===== src/rtl/stk_pipe_wrbk_pkg.sv =====
// Shared configuration and stack-pipe types used by the writeback/response stage.
package cfg_pkg;
    localparam int unsigned ENGS_N = 4;
endpackage

package stk_pkg;
    localparam int unsigned ENGID_W   = 3;
    localparam int unsigned OPCODE_W  = 2;
    localparam int unsigned RSP_DAT_W = 128;

    typedef logic [ENGID_W-1:0] engid_t;

    typedef enum logic [OPCODE_W-1:0] {
        OPCODE_INV  = 2'd0,
        OPCODE_PUSH = 2'd1,
        OPCODE_POP  = 2'd2
    } opcode_t;

    typedef struct packed {
        opcode_t                opcode;
        logic                   err;
        logic [RSP_DAT_W-1:0]   dat;
    } wrbk_rsp_t;

    // Only a successful POP carries data back; everything else reports zero.
    function automatic wrbk_rsp_t mk_rsp(input opcode_t opcode, input logic err,
                                         input logic [RSP_DAT_W-1:0] dat);
        wrbk_rsp_t r;
        r.opcode = opcode;
        r.err    = err;
        r.dat    = (opcode == OPCODE_POP && !err) ? dat : '0;
        return r;
    endfunction
endpackage


===== src/rtl/stk_pipe_wrbk_slot.sv =====
// One engine's response slot: holds a completed command until the engine acks it.
module stk_pipe_wrbk_slot
    import stk_pkg::*;
(
    input  logic      clk,
    input  logic      arst_n,
    input  logic      wr,
    input  wrbk_rsp_t wr_rsp,
    input  logic      ack,
    output logic      rsp_vld,
    output wrbk_rsp_t rsp
);
    typedef enum logic {IDLE = 1'b0, FULL = 1'b1} slot_state_t;

    slot_state_t state;
    slot_state_t state_nxt;
    wrbk_rsp_t   store;

    always_ff @(posedge clk or negedge arst_n) begin
        if (!arst_n) begin
            state <= IDLE;
        end else begin
            state <= state_nxt;
        end
    end

    always_comb begin
        state_nxt = state;
        case (state)
            IDLE:    if (wr)  state_nxt = FULL;
            FULL:    if (ack) state_nxt = IDLE;
            default: state_nxt = IDLE;
        endcase
    end

    // A write arriving while FULL is dropped; the held response stays intact.
    always_ff @(posedge clk or negedge arst_n) begin
        if (!arst_n) begin
            store <= '0;
        end else if (state == IDLE && wr) begin
            store <= wr_rsp;
        end
    end

    always_comb begin
        rsp_vld = (state == FULL);
        rsp     = (state == FULL) ? store : '0;
    end
endmodule


===== src/rtl/stk_pipe_wrbk.sv =====
// Writeback/response stage: per-engine response slots plus round-robin active-set clears.
module stk_pipe_wrbk
    import stk_pkg::*;
#(
    parameter int unsigned ENGS_N = cfg_pkg::ENGS_N,
    parameter int unsigned DAT_W  = 128
) (
    input  logic                       clk,
    input  logic                       arst_n,
    input  logic                       i_wr_vld,
    input  logic [ENGID_W-1:0]         i_wr_engid,
    input  logic [OPCODE_W-1:0]        i_wr_opcode,
    input  logic                       i_wr_err,
    input  logic [DAT_W-1:0]           i_wr_dat,
    output logic [ENGS_N-1:0]          o_rsp_vld,
    output logic [ENGS_N*OPCODE_W-1:0] o_rsp_opcode,
    output logic [ENGS_N-1:0]          o_rsp_err,
    output logic [ENGS_N*DAT_W-1:0]    o_rsp_dat,
    input  logic [ENGS_N-1:0]          i_rsp_ack,
    output logic                       o_wrbk_uc_vld_r,
    output logic [ENGID_W-1:0]         o_wrbk_uc_engid_r,
    output logic                       o_proto_err_r
);
    localparam int unsigned PTR_W = (ENGS_N > 1) ? $clog2(ENGS_N) : 1;

    logic              in_range;
    logic [ENGS_N-1:0] wr_sel;
    logic [ENGS_N-1:0] full;
    logic [ENGS_N-1:0] ack_fire;
    logic [ENGS_N-1:0] pending;
    logic [ENGS_N-1:0] gnt;
    logic              gnt_any;
    logic [PTR_W-1:0]  gnt_idx;
    logic [PTR_W-1:0]  cand;
    logic [PTR_W-1:0]  rr_ptr;
    logic [PTR_W-1:0]  rr_nxt;
    logic              viol;
    wrbk_rsp_t         wr_rsp;
    wrbk_rsp_t         slot_rsp [ENGS_N];

    always_comb begin
        in_range = (32'(i_wr_engid) < ENGS_N);
        wr_rsp   = mk_rsp(opcode_t'(i_wr_opcode), i_wr_err, RSP_DAT_W'(i_wr_dat));
        wr_sel   = '0;
        for (int unsigned e = 0; e < ENGS_N; e++) begin
            wr_sel[e] = i_wr_vld && in_range && (i_wr_engid == ENGID_W'(e));
        end
    end

    for (genvar e = 0; e < ENGS_N; e++) begin : g_slot
        stk_pipe_wrbk_slot u_slot (
            .clk    (clk),
            .arst_n (arst_n),
            .wr     (wr_sel[e]),
            .wr_rsp (wr_rsp),
            .ack    (i_rsp_ack[e]),
            .rsp_vld(full[e]),
            .rsp    (slot_rsp[e])
        );
        assign o_rsp_opcode[e*OPCODE_W +: OPCODE_W] = slot_rsp[e].opcode;
        assign o_rsp_err[e]                         = slot_rsp[e].err;
        assign o_rsp_dat[e*DAT_W +: DAT_W]          = DAT_W'(slot_rsp[e].dat);
    end

    assign o_rsp_vld = full;
    assign ack_fire  = full & i_rsp_ack;

    // Search pending starting at the rr pointer; the first hit wins.
    always_comb begin
        gnt_any = 1'b0;
        gnt_idx = '0;
        cand    = '0;
        for (int unsigned k = 0; k < ENGS_N; k++) begin
            cand = PTR_W'((32'(rr_ptr) + k) % ENGS_N);
            if (!gnt_any && pending[cand]) begin
                gnt_any = 1'b1;
                gnt_idx = cand;
            end
        end
        gnt    = gnt_any ? (ENGS_N'(1) << gnt_idx) : '0;
        rr_nxt = (32'(gnt_idx) == ENGS_N - 1) ? '0 : gnt_idx + 1'b1;
        viol   = i_wr_vld && (!in_range || (|(wr_sel & (full | pending))));
    end

    always_ff @(posedge clk or negedge arst_n) begin
        if (!arst_n) begin
            pending           <= '0;
            rr_ptr            <= '0;
            o_wrbk_uc_vld_r   <= 1'b0;
            o_wrbk_uc_engid_r <= '0;
            o_proto_err_r     <= 1'b0;
        end else begin
            pending           <= (pending & ~gnt) | ack_fire;
            o_wrbk_uc_vld_r   <= gnt_any;
            o_wrbk_uc_engid_r <= gnt_any ? ENGID_W'(gnt_idx) : '0;
            if (gnt_any) begin
                rr_ptr <= rr_nxt;
            end
            if (viol) begin
                o_proto_err_r <= 1'b1;
            end
        end
    end
endmodule


===== config.mk =====
export PLATFORM = sky130hd
export DESIGN_NAME = stk_pipe_wrbk
export DESIGN_NICKNAME = d
export VERILOG_FILES = /design/src/rtl/stk_pipe_wrbk_pkg.sv /design/src/rtl/stk_pipe_wrbk_slot.sv /design/src/rtl/stk_pipe_wrbk.sv
export SDC_FILE = /design/constraint.sdc
export NUM_CORES = 1
export LEC_CHECK = 0
export CAP_MARGIN = 20
export CORE_AREA = 2 2 265 267
export CTS_BUF_LIST = sky130_fd_sc_hd__clkbuf_16
export DETAILED_ROUTE_END_ITERATION = 12
export DIE_AREA = 0 0 267 269
export DONT_BUFFER_PORTS = 1
export PLACE_DENSITY = 0.61
export SETUP_SLACK_MARGIN = 0.2
export SLEW_MARGIN = 20
export SYNTH_ARGS = -nofsm -noshare
export SYNTH_HDL_FRONTEND = slang
export SYNTH_HIERARCHICAL = 1
export SYNTH_SLANG_ARGS = --single-unit

===== constraint.sdc =====
create_clock -name clk -period 4.4 [get_ports clk]
set_input_delay 0.88 -clock clk [delete_from_list [all_inputs] [get_ports clk]]
set_output_delay 0.88 -clock clk [all_outputs]
set_load 0.03 [all_outputs]

==> results of run 1 <==
-- sequential cells by signal (all words and copies together), names as in the netlist --
| name | flops |
|---|---|
| g_slot.u_slot/rsp_vld | 4 |
| pending | 4 |
| o_wrbk_uc_vld_r | 1 |
| rr_ptr | 2 |
| g_slot.u_slot/store | 524 |
| o_wrbk_uc_engid_r | 2 |
| o_proto_err_r | 1 |
-- stage by stage --
stage                     setup slack, ns  total power (uW)  utilization
final                                1.02             14100        0.414
after global routing                0.917             14700        0.414
after CTS                           0.980             14300        0.413
after detailed placement             1.57              9390        0.386
after global placement               1.57              9300        0.386
after floorplan                      2.02              8550            -
-- area by class of cell --
class                           instances  area [um2]  share of cell area
Antenna cell                            6        15.0            0.000524
Clock buffer                           61        1530              0.0532
Clock inverter                         48         344              0.0120
Inverter                                5        18.8            0.000654
Multi-Input combinational cell       1234       11800               0.410
Sequential cell                       538       13500               0.470
Tap cell                              940        1180              0.0410
Timing Repair Buffer                   23         368              0.0128
-- cells in the final DEF, fill, tap and decap left out, drive strengths merged, types with 2 or more instances in the layout --
cell and count:
a21oi 4, a221o 2, a221oi 2, and2 652, buf 23, bufinv 5
clkbuf 61, clkinv 28, dfrtp 538, diode 6, ha 4, inv 19
mux2 525, nand2 6, nand2b 2, nand3 2, nand3b 3, nor2 9
nor2b 4, o2111a 2, o21ai 5, or2 2
-- path summary, 6_finish.rpt --
| path | cells past startpoint | slack (ns) | startpoint | endpoint |
|---|---|---|---|---|
| min | 0 | -0.02 | arst_n | g_slot[3].u_slot/store[113] |
| max | 2 | 1.02 | g_slot[1].u_slot/rsp_vld | o_rsp_dat[224] |
| min reg2reg | 1 | 0.50 | g_slot[3].u_slot/store[3] | g_slot[3].u_slot/store[3] |
| min in group clk | 1 | 0.36 | i_rsp_ack[3] | g_slot[3].u_slot/rsp_vld |
| max reg2reg | 3 | 1.94 | g_slot[3].u_slot/rsp_vld | g_slot[3].u_slot/store[130] |
| max in group asynchronous | 0 | 2.48 | arst_n | g_slot[2].u_slot/store[91] |
-- cell families (layout without fill, tap and decap cells) --
logic type | after synthesis | in the layout
buffers and inverters | 140 | 137
adder cells (fa/ha/maj) | 4 | 4
other | 1 | 7
multiplexers | 526 | 526
AND/OR/NAND/NOR | 684 | 684
AO/OA/AOI/OAI | 19 | 19
flip-flops | 538 | 538
-- power groups by stage --
stage / sequential (uW) / combinational [uW] / clock, uW
after floorplan: 5960 / 2580 / 0
after global placement: 6500 / 2800 / 0
after detailed placement: 6540 / 2850 / 0
after CTS: 6460 / 2860 / 4950
after global routing: 6560 / 3030 / 5160
final: 6460 / 2850 / 4810
-- worst register-to-register path: stages, from the launching register on --
cell,delay (ns)
dfrtp_4,0.77
nor2b_4,0.60
buf_12,0.42
mux2_2,0.54
-- metal layers --
layer  routed length (um)  vias to the layer above
li1                     -                     6236
met1                29200                     7688
met2                34200                      527
met3                 4920                      109
met4                 1680                        8
met5                   48                        -
==> impl_results.md, run 1 <==
* Most common cell in the synthesized netlist: and2_1
* CP Capture Type: output pin
* Die area at about 72000 um2
* Cell variety after synth at 34
* Cell area after layout at around 29000 um2
* Synth cell count leaders: and2_1 (652), dfrtp_1 (538), mux2_4 (360), mux2_2 (165), clkbuf_1 (69)
* Sw Share at 0.329
* Internal at 9480 uW
* Synth Area in Compound Gates at 0.00520
* Vias at 14568
* Post-synthesis sequential area ratio at 0.509
* Slew Limit Fails at approximately 280
* Mean post-synth cell area at between 10 and 15 um2
* Hold Slack at -0.0220 ns
* Switch Pwr at roughly 4600 uW
* Met1 global-route usage at 0.239
* Antenna Nets Post-Route at 0
* Area share of the largest cell type after synthesis at 0.509
* Finished Layout Cells at 2855
* Layout Skew at 0.0124 ns
* Setup crit start kind: register
* Die Wd at between 200 and 300 um
* Drt pass-1 iters at 4
* Comb power frac at 0.202
* Crit path max-delay cell type: dfrtp_4
* Sum Neg Setup Slack at 0 ns
* Maximum buffer depth of the clock tree at 3
* Status: complete, but fails checks
* Synth Instances at ~1900
* Top cell family by delay on the critical path: flip-flops
* GRT met3 Usage at 0.0521
* Relative slew slack at -0.633
* Pwr dens at 493 nW/um2
* Post-route DRC at 0
* Post-placement cell area at around 27000 um2
* Sequential share of power at 0.457
* Layout cells sized above 1 at 0.334
* Fill count at about 6300
* Antenna violations before repair at 9
* Leading area contributor after synthesis: dfrtp_1
* RSZ-0062 raised after global routing: false
* Leak at about 0.014 uW
* Total congestion overflow at 0
* Routed WL at between 70000 and 80000 um
* DP HPWL at ~46000 um
* Synth warn at 6
* Gpl congestion at between 0.8 and 0.9
* Later-pin clock latency in the skew report at approximately 0.60 ns
* CTS tree: done
* Xor/xnor cell area share of the yosys netlist at 0
* CP peak stage delay at around 0.94 ns
* Core area at between 60000 and 70000 um2
* # setup viols final at 0
* CTS sink count at roughly 540
* Clock power share at 0.341
* Tcrit/Tclk final at 0.768
* Initial Util at 0.382
* Violated checks: negative hold slack, max-slew violations
* CTS Buf Count at 58
* Final hold vios at 9
* First-pass GRT wire length at 103000 um
* Pin count of the biggest net entering global routing at approximately 540
* Crit path buf inv count at 1
* Placed Cells at roughly 2700
* Crit-path cells: buf_12 > and2_1
* CTS H-tree depth at 2
* PostCTS Resize Cnt at 0
* Adder-cell area share of the yosys netlist at 0.00189
* Vias in the first global route at ~15000
* Asr flop ratio synth at 1.00
* Simple-Gate Fraction of Synth Area at 0.161
* Top cells by area, synth: dfrtp_1 (51%), mux2_4 (20%), and2_1 (15%)
* Global routing's busiest layer: met2
* Hold WC Path Type: in2async
* Measured slew at the worst slew-check pin at around 2.5 ns
* CTS root buf: clkbuf_16
* Max_cap viols at 0
* Area Growth Syn to Fin at 8.32%
* Gr usage total at 0.186
* # IOs at 674
* PortBufs at 0
* Worst Path Max Fanout at 70
* F_max at roughly 0.30 GHz
* Chip height at between 200 and 300 um
* Worst VDD drop at about 0.00032 V
* Fin crit period at 3.38 ns
* Num rows at a little under 100
* EDFF count, synth at 0
* Met2 GRT Util at 0.307
* Crit path required time at around 3.5 ns
* Layout Nets at ~2000
* Mapped Area at about 26000 um2
* Clock-pin slew on the worst setup and hold paths at around 0.06 ns
* Kind of critical path: reg2out
* Starting DRT DRC Count at 902
* Routed WL per cell at 24.5 um
* Mux cell area share after synthesis at 0.275
* Postcts setup bufs at 0
* Via density at between 5 and 6
* Mapped Nets at approximately 2100
* Largest family of logic cells by synthesized area: multiplexers
* Primary FF master, synth: dfrtp_1
* CP arrival at about 2.5 ns
* Seq cells post-synth at between 500 and 600
No activity file was read; power rests on OpenSTA's default activity.
==> inputs of run 2 (changes only) <==
- CORE_AREA: 2 2 265 267 -> 2 2 259 261
- DIE_AREA: 0 0 267 269 -> 0 0 261 263
- PLACE_DENSITY: 0.61 -> 0.65
- clock period: 4.4 -> 2.8 ns (I/O delays scaled with it)
==> impl_results.md, run 2 (synthesis gave the netlist of run 1 again) <==
* Status: complete, but fails checks (unchanged)
* Violated checks: negative hold slack, max-slew violations (unchanged)
* Leak at 0.0139 uW (was 0.0137 uW)
* Pin count of the biggest net entering global routing at 539 (unchanged)
* Tcrit/Tclk final at 0.908
* Gpl congestion at 0.845 (was 0.811)
* # IOs at 674 (unchanged)
* CP Capture Type: output pin (unchanged)
* Crit path required time at 2.24 ns (was 3.52 ns)
* Cell area after layout at 29000 um2 (was 28700 um2)
* Switch Pwr at 7310 uW (was 4640 uW)
* Max_cap viols at 0 (unchanged)
* Internal at 15200 uW (was 9480 uW)
* Setup crit start kind: register (unchanged)
* Most common cell after layout, fill and taps aside: and2_1 (unchanged)
* Core area at 65600 um2 (was 69300 um2)
* Relative slew slack at -0.00183 (was -0.633)
* Top reg by flops: g_slot.u_slot/store (unchanged)
* Hold Slack at -0.320 ns (was -0.0220 ns)
* Post-placement cell area at 27000 um2 (was 26800 um2)
* Sw Share at 0.325 (was 0.329)
* Total congestion overflow at 0 (unchanged)
* CTS Buf Count at 59 (was 58)
* Drt pass-1 iters at 5 (was 4)
* Slew Limit Fails at 23 (was 275)
* PortBufs at 0 (unchanged)
* Comb power frac at 0.230 (was 0.202)
* Sum Neg Setup Slack at 0 ns (unchanged)
* Clock power share at 0.342 (was 0.341)
* Initial Util at 0.403 (was 0.382)
* Routed WL per cell at 24.8 um (was 24.5 um)
* CTS sink count at 538 (unchanged)
* First-pass GRT wire length at 104000 um (was 103000 um)
* CTS H-tree depth at 2 (unchanged)
* # setup viols final at 0 (unchanged)
* Crit path from: g_slot[0].u_slot/rsp_vld (was g_slot[1].u_slot/rsp_vld)
* Core Util, Final at 0.442 (was 0.414)
* Measured slew at the worst slew-check pin at 1.50 ns (was 2.45 ns)
* RSZ-0062 raised after global routing: false (unchanged)
* Final hold vios at 519 (was 9)
* Die Wd at 261 um (was 267 um)
* Maximum buffer depth of the clock tree at 3 (unchanged)
* CTS root buf: clkbuf_16 (unchanged)
* Via density at 5.23 (was 5.10)
* Max reg flops at 524 (unchanged)
* Kind of critical path: reg2out (unchanged)
* F_max at 0.393 GHz
* Hold WC Path Type: in2async (unchanged)
* Most frequent cells in the layout: and2_1 (635), dfrtp_1 (534), mux2_4 (360) (was and2_1 (652), dfrtp_1 (534), mux2_4 (360))
* Starting DRT DRC Count at 1023 (was 902)
* Clock-pin slew on the worst setup and hold paths at 0.06 ns (about the same)
* Gr usage total at 0.195 (was 0.186)
* DP HPWL at 46700 um (was 45500 um)
* Vias in the first global route at 15659 (was 15290)
* Routed WL at 69400 um (was 70100 um)
* Pwr dens at 776 nW/um2 (was 493 nW/um2)
* Area Growth Syn to Fin at 9.56% (was 8.32%)
* Die area at 68600 um2 (was 71800 um2)
* End point of the critical path: o_rsp_dat[85] (was o_rsp_dat[224])
* Vias at 14649 (was 14568)
* R2R cell count at 5 (was 3)
* Worst Path Max Fanout at 61 (was 70)
* FF-to-FF End: g_slot[1].u_slot/store[128] (was g_slot[3].u_slot/store[130])
* Later-pin clock latency in the skew report at 0.60 ns (about the same)
* Antenna Nets Post-Route at 0 (unchanged)
* Layout Nets at 2035 (was 2005)
* CTS tree: done (unchanged)
* Layout cells sized above 1 at 0.356 (was 0.334)
* Chip height at 263 um (was 269 um)
* Finished Layout Cells at 2802 (was 2855)
* Antenna violations before repair at 7 (was 9)
* Layout Skew at 0.0182 ns (was 0.0124 ns)
* Post-CTS Hold Fix Bufs at 4
* Num rows at 94 (was 97)
* Fin crit period at around 2.5 ns
* FF-to-FF setup slack at 0.78 ns (was 1.94 ns)
* CP arrival at 1.98 ns (was 2.50 ns)
* Sequential share of power at 0.428 (was 0.457)
* Worst R2R Start: g_slot[1].u_slot/rsp_vld (was g_slot[3].u_slot/rsp_vld)
* Worst VDD drop at 0.000480 V (was 0.000321 V)
* Total Power at 22500 uW (was 14100 uW)
* Post-route DRC at 0 (unchanged)
* Placed Cells at 2688 (was 2739)
==> run 2: metal layers <==
layer	part of all wire	track usage	wire length, um
met1	0.42	0.253	29300
met2	0.47	0.310	32300
met3	0.075	0.0532	5240
met4	0.037	0.0731	2560
met5	0.00037	0	26
==> run 2: how the worst min path moves through the flow <==
stage	start	endpoint	slack, ns	depth (start not counted)
2_1_floorplan	arst_n	g_slot[0].u_slot/rsp_vld	0.26	0
6_report	arst_n	g_slot[2].u_slot/store[13]	-0.32	0
3_3_place_gp	arst_n	g_slot[2].u_slot/store[8]	0.28	0
3_5_place_dp	arst_n	g_slot[2].u_slot/store[13]	0.28	0
5_1_grt	arst_n	g_slot[1].u_slot/store[0]	-0.38	0
4_1_cts	arst_n	g_slot[2].u_slot/store[129]	-0.38	0
==> run 2: cell type report <==
class | count | area, um2
Fill cell | 5881 | 36600
Sequential cell | 538 | 13500
Multi-Input combinational cell | 1234 | 11800
Clock buffer | 61 | 1530
Tap cell | 864 | 1080
Timing Repair Buffer | 52 | 729
Clock inverter | 44 | 390
Inverter | 5 | 18.8
Antenna cell | 4 | 10.0
==> run 2: repair_timing <==
action	CTS	global route
endpoints found under the setup margin	63	14
resized for setup	3	14
hold endpoints to repair	542	538
buffers inserted	1	0
pin swaps	0	0
cloned	0	0
==> run 2: power by group through the flow <==
stage,logic (uW),clock network (uW),registers [uW]
after floorplan,4060,0,9370
after global placement,5030,0,9730
after detailed placement,5120,0,9780
after CTS,5210,7900,9630
after global routing,5490,8200,9760
final,5180,7690,9630
==> run 2: critical path, stage by stage (launching register included) <==
cell and delay [ns]:
dfrtp_4 0.61, buf_12 0.26, and2_1 0.44
==> run 2: per-stage QoR <==
step / setup slack, ns / hold slack, ns
floorplan: 0.740 / 0.264
global placement: 0.451 / 0.278
detailed placement: 0.452 / 0.278
CTS: 0.204 / -0.376
global route: 0.179 / -0.376
finish: 0.257 / -0.320
